### src/rtl/auth_sequencer.sv
`default_nettype none
// ==== auth_sequencer : press/release code entry with escalating lockout -- rev 1.0 ====
module auth_sequencer #(
  parameter logic [31:0] KEY           = 32'hA53C0F96,
  parameter int          KEY_LEN       = 4,
  parameter int          MAX_FAILS     = 3,
  parameter int          LOCKOUT_BASE  = 1_048_576,
  parameter int          UNLOCK_HOLD   = 2_500_000,
  parameter int          ENTRY_TIMEOUT = 250_000
) (
  input  logic       clk,
  input  logic       rst_n,
  input  logic       ena,
  input  logic [7:0] sig_in,
  output logic       unlocked,
  output logic       lockout_active,
  output logic       alarm,
  output logic [1:0] fail_count,
  output logic [1:0] digit_idx
);

  typedef enum logic [1:0] {
    S_READY    = 2'd0,
    S_WAIT_REL = 2'd1,
    S_UNLOCKED = 2'd2,
    S_LOCKOUT  = 2'd3
  } state_t;

  localparam logic [2:0]  KEY_LEN_W   = 3'(KEY_LEN);
  localparam logic [2:0]  MAX_FAILS_W = 3'(MAX_FAILS);
  localparam logic [23:0] BASE_W      = 24'(LOCKOUT_BASE);
  localparam logic [23:0] HOLD_LAST   = 24'(UNLOCK_HOLD - 1);
  localparam logic [23:0] ENTRY_LAST  = 24'(ENTRY_TIMEOUT - 1);

  state_t      state;
  logic [7:0]  sig_q;
  logic [2:0]  idx;
  logic        mismatch;
  logic [1:0]  lock_level;
  logic [23:0] timer;
  logic [23:0] lock_dur;
  logic [7:0]  key_digit;
  logic        capture;
  logic        released;
  logic        entry_expired;
  logic [2:0]  fails_next;

  always_comb begin
    case (idx[1:0])
      2'd0:    key_digit = KEY[31:24];
      2'd1:    key_digit = KEY[23:16];
      2'd2:    key_digit = KEY[15:8];
      default: key_digit = KEY[7:0];
    endcase
  end

  // A digit is taken only once the same non-zero byte is seen on two enabled edges.
  assign capture       = (sig_in != 8'h00) && (sig_in == sig_q);
  assign released      = (sig_in == 8'h00);
  assign entry_expired = (idx != 3'd0) && (timer == ENTRY_LAST);
  assign fails_next    = {1'b0, fail_count} + 3'd1;
  assign digit_idx     = idx[1:0];

  always_ff @(posedge clk) begin
    if (!rst_n) begin
      state          <= S_WAIT_REL;
      sig_q          <= 8'h00;
      idx            <= 3'd0;
      mismatch       <= 1'b0;
      fail_count     <= 2'd0;
      lock_level     <= 2'd0;
      timer          <= 24'd0;
      lock_dur       <= 24'd0;
      unlocked       <= 1'b0;
      lockout_active <= 1'b0;
      alarm          <= 1'b0;
    end else if (ena) begin
      sig_q <= sig_in;
      case (state)
        S_READY: begin
          if (capture) begin
            if (sig_in != key_digit) mismatch <= 1'b1;
            idx   <= idx + 3'd1;
            timer <= 24'd0;
            state <= S_WAIT_REL;
          end else if (entry_expired) begin
            idx      <= 3'd0;
            mismatch <= 1'b0;
            timer    <= 24'd0;
            state    <= S_WAIT_REL;
          end else if (idx != 3'd0) begin
            timer <= timer + 24'd1;
          end
        end
        S_WAIT_REL: begin
          if (released && (idx == KEY_LEN_W)) begin
            idx      <= 3'd0;
            mismatch <= 1'b0;
            timer    <= 24'd0;
            if (!mismatch) begin
              state      <= S_UNLOCKED;
              unlocked   <= 1'b1;
              fail_count <= 2'd0;
              lock_level <= 2'd0;
              alarm      <= 1'b0;
            end else if (fails_next < MAX_FAILS_W) begin
              fail_count <= fail_count + 2'd1;
              state      <= S_READY;
            end else begin
              state          <= S_LOCKOUT;
              lockout_active <= 1'b1;
              lock_dur       <= BASE_W << lock_level;
              fail_count     <= 2'd0;
              if (lock_level == 2'd3) alarm <= 1'b1;
              else lock_level <= lock_level + 2'd1;
            end
          end else if (entry_expired) begin
            idx      <= 3'd0;
            mismatch <= 1'b0;
            timer    <= 24'd0;
          end else begin
            if (released) state <= S_READY;
            if (idx != 3'd0) timer <= timer + 24'd1;
          end
        end
        S_UNLOCKED: begin
          if (timer == HOLD_LAST) begin
            state    <= S_WAIT_REL;
            unlocked <= 1'b0;
            timer    <= 24'd0;
          end else begin
            timer <= timer + 24'd1;
          end
        end
        S_LOCKOUT: begin
          if (timer == (lock_dur - 24'd1)) begin
            state          <= S_WAIT_REL;
            lockout_active <= 1'b0;
            timer          <= 24'd0;
          end else begin
            timer <= timer + 24'd1;
          end
        end
        default: state <= S_WAIT_REL;
      endcase
    end
  end

endmodule
`default_nettype wire

### config.mk
export PLATFORM = sky130hd
export DESIGN_NAME = auth_sequencer
export DESIGN_NICKNAME = d
export VERILOG_FILES = /design/src/rtl/auth_sequencer.sv
export SDC_FILE = /design/constraint.sdc
export NUM_CORES = 1
export LEC_CHECK = 0
export CAP_MARGIN = 15
export CORE_MARGIN = 4
export CORE_UTILIZATION = 40
export DETAILED_ROUTE_END_ITERATION = 7
export GPL_TIMING_DRIVEN = 0
export PLACE_DENSITY = 0.59
export SLEW_MARGIN = 10
export SYNTH_ARGS = -nofsm -noshare
export SYNTH_HDL_FRONTEND = slang
export SYNTH_SLANG_ARGS = --single-unit
### constraint.sdc
create_clock -name clk -period 4 [get_ports clk]
set_input_delay 0.8 -clock clk [delete_from_list [all_inputs] [get_ports clk]]
set_output_delay 0.8 -clock clk [all_outputs]
set_load 0.02 [all_outputs]
==> Yosys cells after proc, flatten, opt, wreduce, memory -nomap -nowiden <==
Cells that the tools add are included.
{ "word_totals": {"reg_bits": 69, "word_cells": 109, "latchBits": 0, "ram_bits": 0, "rom_bits": 0, "mem_count": 0, "output_inout_bits": 7} }
{ "op_classes": {"div": 0, "bitwise_logic": 1, "n_mul": 0, "order_cmp": 1, "n_eq_ne": 25, "shift": 1, "add_sub_neg": 6, "muxes": 44, "reduce_logical": 20} }
{ "ops": {"columns": ["op", "n"], "rows": [
  ["24-bit two-way mux", 6],
  ["24-bit case mux with 4 select lines", 1],
  ["2-bit two-way mux", 14],
  ["24-bit by 1-bit adder with 24-bit output (second input constant)", 1],
  ["24-bit by 18-bit equality test with 1-bit output (second input constant)", 1],
  ["24-bit by 22-bit equality test with 1-bit output (second input constant)", 1],
  ["24-bit equality test", 1],
  ["8-bit case mux with 3 select lines", 1],
  ["21-bit by 2-bit << shifter with 24-bit output (first input constant)", 1],
  ["24-bit by 1-bit subtractor with 24-bit output (second input constant)", 1],
  ["5-bit AND reduction", 4],
  ["2-bit inequality test (second input constant)", 8],
  ["1-bit two-way mux", 14],
  ["3-bit inequality test (second input constant)", 4],
  ["6-bit AND reduction", 2],
  ["3-bit two-way mux", 3],
  ["2-bit equality test (second input constant)", 4],
  ["8-bit equality test", 1],
  ["8-bit logical NOT", 1],
  ["8-bit inequality test", 1],
  ["2-bit case mux with 4 select lines", 1],
  ["8-bit nonzero test", 1],
  ["1-bit case mux with 2 select lines", 3],
  ["3-bit case mux with 2 select lines", 1],
  ["other kinds (14)", 22]
]} }

==> Logic depth before layout (Yosys ltp) <==
{ "depth": {"depth_word": 6, "mapped_depth": 10} }

==> Least setup slack after synthesis <==
Ideal clock, no wire load.
{ "synth_timing": {"kind": "input to register", "start": "input port sig_in[3]", "end": "register timer[19]", "cell_stages": 8, "path_buffers": 1, "required_ns": 3.913, "arrival_time_ns": 2.674, "setup_time_ns": 0.087, "setup_slack_ns": 1.238, "cell_sequence": "or4_1 nor2_1 nor3_2 a2111oi_2 buf_4 a21o_4 nand3_1 o31ai_1"} }
{ "synth_between": {"elab_chain_cells": 4} }
{ "synth_rtl": {"columns": ["element", "line_no", "source"], "rows": [
  ["start, declared", "14", "input logic [7:0] sig_in,"],
  ["8-bit equality test (tied with other cells)", "58", "assign capture = (sig_in != 8'h00) && (sig_in == sig_q);"],
  ["1-bit logical AND, on equally long branches", "58, 96", null],
  ["24-bit two-way mux, on equally long branches", "81, 96", null],
  ["24-bit case mux with 4 select lines (*)", "79", "case (state)"],
  ["end signal, assigned", "92", "timer <= timer + 24'd1;"],
  ["end signal, assigned", "123", "if (idx != 3'd0) timer <= timer + 24'd1;"],
  ["end signal, assigned", "132", "timer <= timer + 24'd1;"],
  ["end, declared", "40", "logic [23:0] timer;"]
]} }
Mark *: on every way between the ends. The rest lies on a longest branch, timed or not.
A chain may end at the register's enable or synchronous reset.

==> Worst setup path after layout <==
{ "layout_timing": {"start": "input port sig_in[1]", "end": "register timer[20]"} }
Same word-level chain as after synthesis.

==> impl_metrics.yaml <==
power:
  power_mw: 0.844
  power_density_nw_per_um2: 236
  ir_drop_v: 0.000118
  cellLeakagePower_nw: 1.26
grt:
  antenna_found_initial: 0
  grt_pass1_wl_mm: 14.7
  grt_pass1_vias: 2842
  overflow: 0
  track_usage: 0.185
  grt_start_max_net_pins: 14
synth:
  synthesis.nets: 412
  syn_area_per_cell_sq_um: 8.19
  yosysWarnings: 0
  synth_flop_cell: "dfxtp_1"
  synth_seq_area_share: 0.306
  synthArstFlopShare: 0
  ys_types: 70
  syn_inst: 391
  synth-edff-count: 0
  yosys_register_bits: 49
  syn_area_sq_um: 3200
critical_path:
  rrSetupSlack_ns: 1.00
  cp-end-kind: "register"
  cp.arrival_ns: 3.61
  startpoint: "sig_in[1]"
  cpMostUsedCell: "a21oi_1"
  crit_family: "simple AND/OR/NAND/NOR gates"
  worstRegToRegCells: 10
  rr_startpoint: "idx[0]$_SDFFE_PN0P_"
  cp.required_ns: 4.25
  crit_path_start_kind: "input port"
  worst-path-buf-inv: 2
  path_cells: "clkdlybuf4s50_1, or4_1, nor2_1, nor3_2, a211oi_1, clkbuf_1, nand3b_1, a21oi_1, a21oi_1"
  r2r-end: "timer[17]$_SDFFE_PN0P_"
  endpoint: "timer[20]$_SDFFE_PN0P_"
  max_stage_delay_ns: 0.65
  cp_num_cells: 9
  slowest_stage: "or4_1"
  path_class: "in -> reg"
  critPathMaxFanout: 10
floorplanning:
  initial_core_util: 0.412
  die_w_um: 97.5
  rows: 32
  dieArea_sq_um: 9500
  dieHeight_um: 97.5
  io_pins: 18
  core_sq_um: 7770
layout:
  area_growth_pct: 11.6
  antenna_cells: 0
  finalNetCount: 436
  final_common_cell: "dfxtp_1"
  final_cell_mix: "dfxtp_1, nand2_1, a21oi_1"
  drive_gt1_frac: 0.0652
  fill_cells: 811
clock_network:
  clk_pin_slew_ns: 0.09
  worstSkewPairLatency_ns: 0.31
  cts_resized: 0
  cts_buffers: 5
  htree_levels: 2
  postCtsHoldBufs: 0
  cts.sinks: 49
  cts_root_buffer: "clkbuf_8"
  cts_max_path_buffers: 2
  tritoncts: "done"
  post-cts-setup-buffer-count: 0
timing:
  max_freq_ghz: 0.298
  hold_viol: 0
  slew_viol_final: 0
  setup_viol: 0
  min_period_ns: 3.36
  tns_ns: 0
  post-route-period-util: 0.840
  clock-skew-final_ns: 0.0102
  worstMarginPinSlew_ns: 0.710
  rsz0062_at_grt: "no"
  timing.slew.headroom: 0.526
placement:
  io_buffers: 17
  dp_hpwl_mm: 6.30
  gp_congestion: 0.891
drt:
  first_pass_iters: 5
  drc: 0
  dr.first_iter.drc_count: 352
  num_vias: 3044
  via_per_inst: 5.90
  wl_per_cell_um: 16.8
  routed_wl_mm: 8.68
  ant_nets: 0
job:
  cap_viol_max_count: 0
status:
  outcome: "finished clean"
min_path:
  worstHoldPathType: "reg -> reg"
==> cells in the mapped netlist (all sizes together), types with 11 or more instances <==
cell type,count,area share
nand3,15,0.023
clkbuf,15,0.018
mux2i,15,0.047
inv,14,0.016
nor2b,19,0.037
nand4,16,0.031
nand2,43,0.050
nor2,20,0.024
o21ai,18,0.029
xnor2,13,0.036
nor4,11,0.028
dfxtp,49,0.31
a21oi,20,0.031
==> report_power, final <==
group | total [mW] | internal, mW | switching, mW
Sequential | 0.495 | 0.492 | 0.00302
Clock | 0.284 | 0.116 | 0.168
Combinational | 0.0652 | 0.0290 | 0.0362
==> worst register-to-register path: cells and delay by family (launching register included) <==
family	cells	cell delay, ns
AO/OA/AOI/OAI	1	0.12
buffers and inverters	2	0.34
adder cells (fa/ha/maj)	1	0.30
flip-flops	1	0.43
AND/OR/NAND/NOR	6	1.71
==> layout make-up <==
cell class | count | area, sq um | area share
buffer | 23 | 115 | 0.0322
clock buffer | 5 | 68.8 | 0.0193
clock inverter | 1 | 5.00 | 0.00140
inverter | 14 | 52.6 | 0.0147
multi-input combinational | 305 | 2050 | 0.574
sequential | 49 | 981 | 0.275
tap | 102 | 128 | 0.0357
timing repair buffer | 17 | 170 | 0.0476
==> metrics by stage <==
stage | cells | utilization | area [sq um] | hold slack [ns] | setup WS, ns
6_report | 516 | 0.460 | 3570 | 0.448 | 0.640
5_1_grt | 516 | 0.460 | 3570 | 0.487 | 0.434
4_1_cts | 516 | 0.460 | 3570 | 0.458 | 0.715
3_5_place_dp | 510 | 0.450 | 3500 | 0.447 | 0.415
3_3_place_gp | 510 | 0.450 | 3500 | 0.435 | 0.407
2_1_floorplan | 391 | - | 3200 | 0.464 | 1.24
==> sequential cells by signal, summed over array words and instances, names as in the netlist <==
signal / count
state: 2
timer: 24
alarm: 1
sig_q: 8
lockout_active: 1
mismatch: 1
idx: 3
fail_count: 2
lock_level: 2
lock_dur: 4
unlocked: 1
==> kinds of logic after synthesis <==
logic type                 Yosys count  share of synthesized area
muxes                               15                     0.0469
AOI/OAI and AO/OA                   93                      0.209
adders and majority gates           10                     0.0391
and+or+nand+nor                    171                      0.298
DFF                                 49                      0.306
xor gates and xnor gates            16                     0.0481
buffers and inverters               37                     0.0524
==> how the worst min path moves through the flow <==
stage | startpoint | endpoint | slack (ns) | cells past startpoint
6_report | lockout_active$_SDFFE_PN0P_ | lockout_active$_SDFFE_PN0P_ | 0.45 | 2
3_5_place_dp | lockout_active$_SDFFE_PN0P_ | lockout_active$_SDFFE_PN0P_ | 0.45 | 2
3_3_place_gp | lockout_active$_SDFFE_PN0P_ | lockout_active$_SDFFE_PN0P_ | 0.43 | 2
5_1_grt | lockout_active$_SDFFE_PN0P_ | lockout_active$_SDFFE_PN0P_ | 0.49 | 2
2_1_floorplan | timer[0]$_SDFFE_PN0P_ | timer[0]$_SDFFE_PN0P_ | 0.46 | 2
4_1_cts | lockout_active$_SDFFE_PN0P_ | lockout_active$_SDFFE_PN0P_ | 0.46 | 2
==> layer usage <==
metal / vias up / global-route usage / wire length (um)
met5: - / 0 / 0
met3: 7 / 0.0337 / 524
met2: 99 / 0.287 / 3960
li1: 1485 / - / -
met4: 0 / 0.0362 / 97
met1: 1453 / 0.268 / 4100
Power figures use the tool's default switching activity.
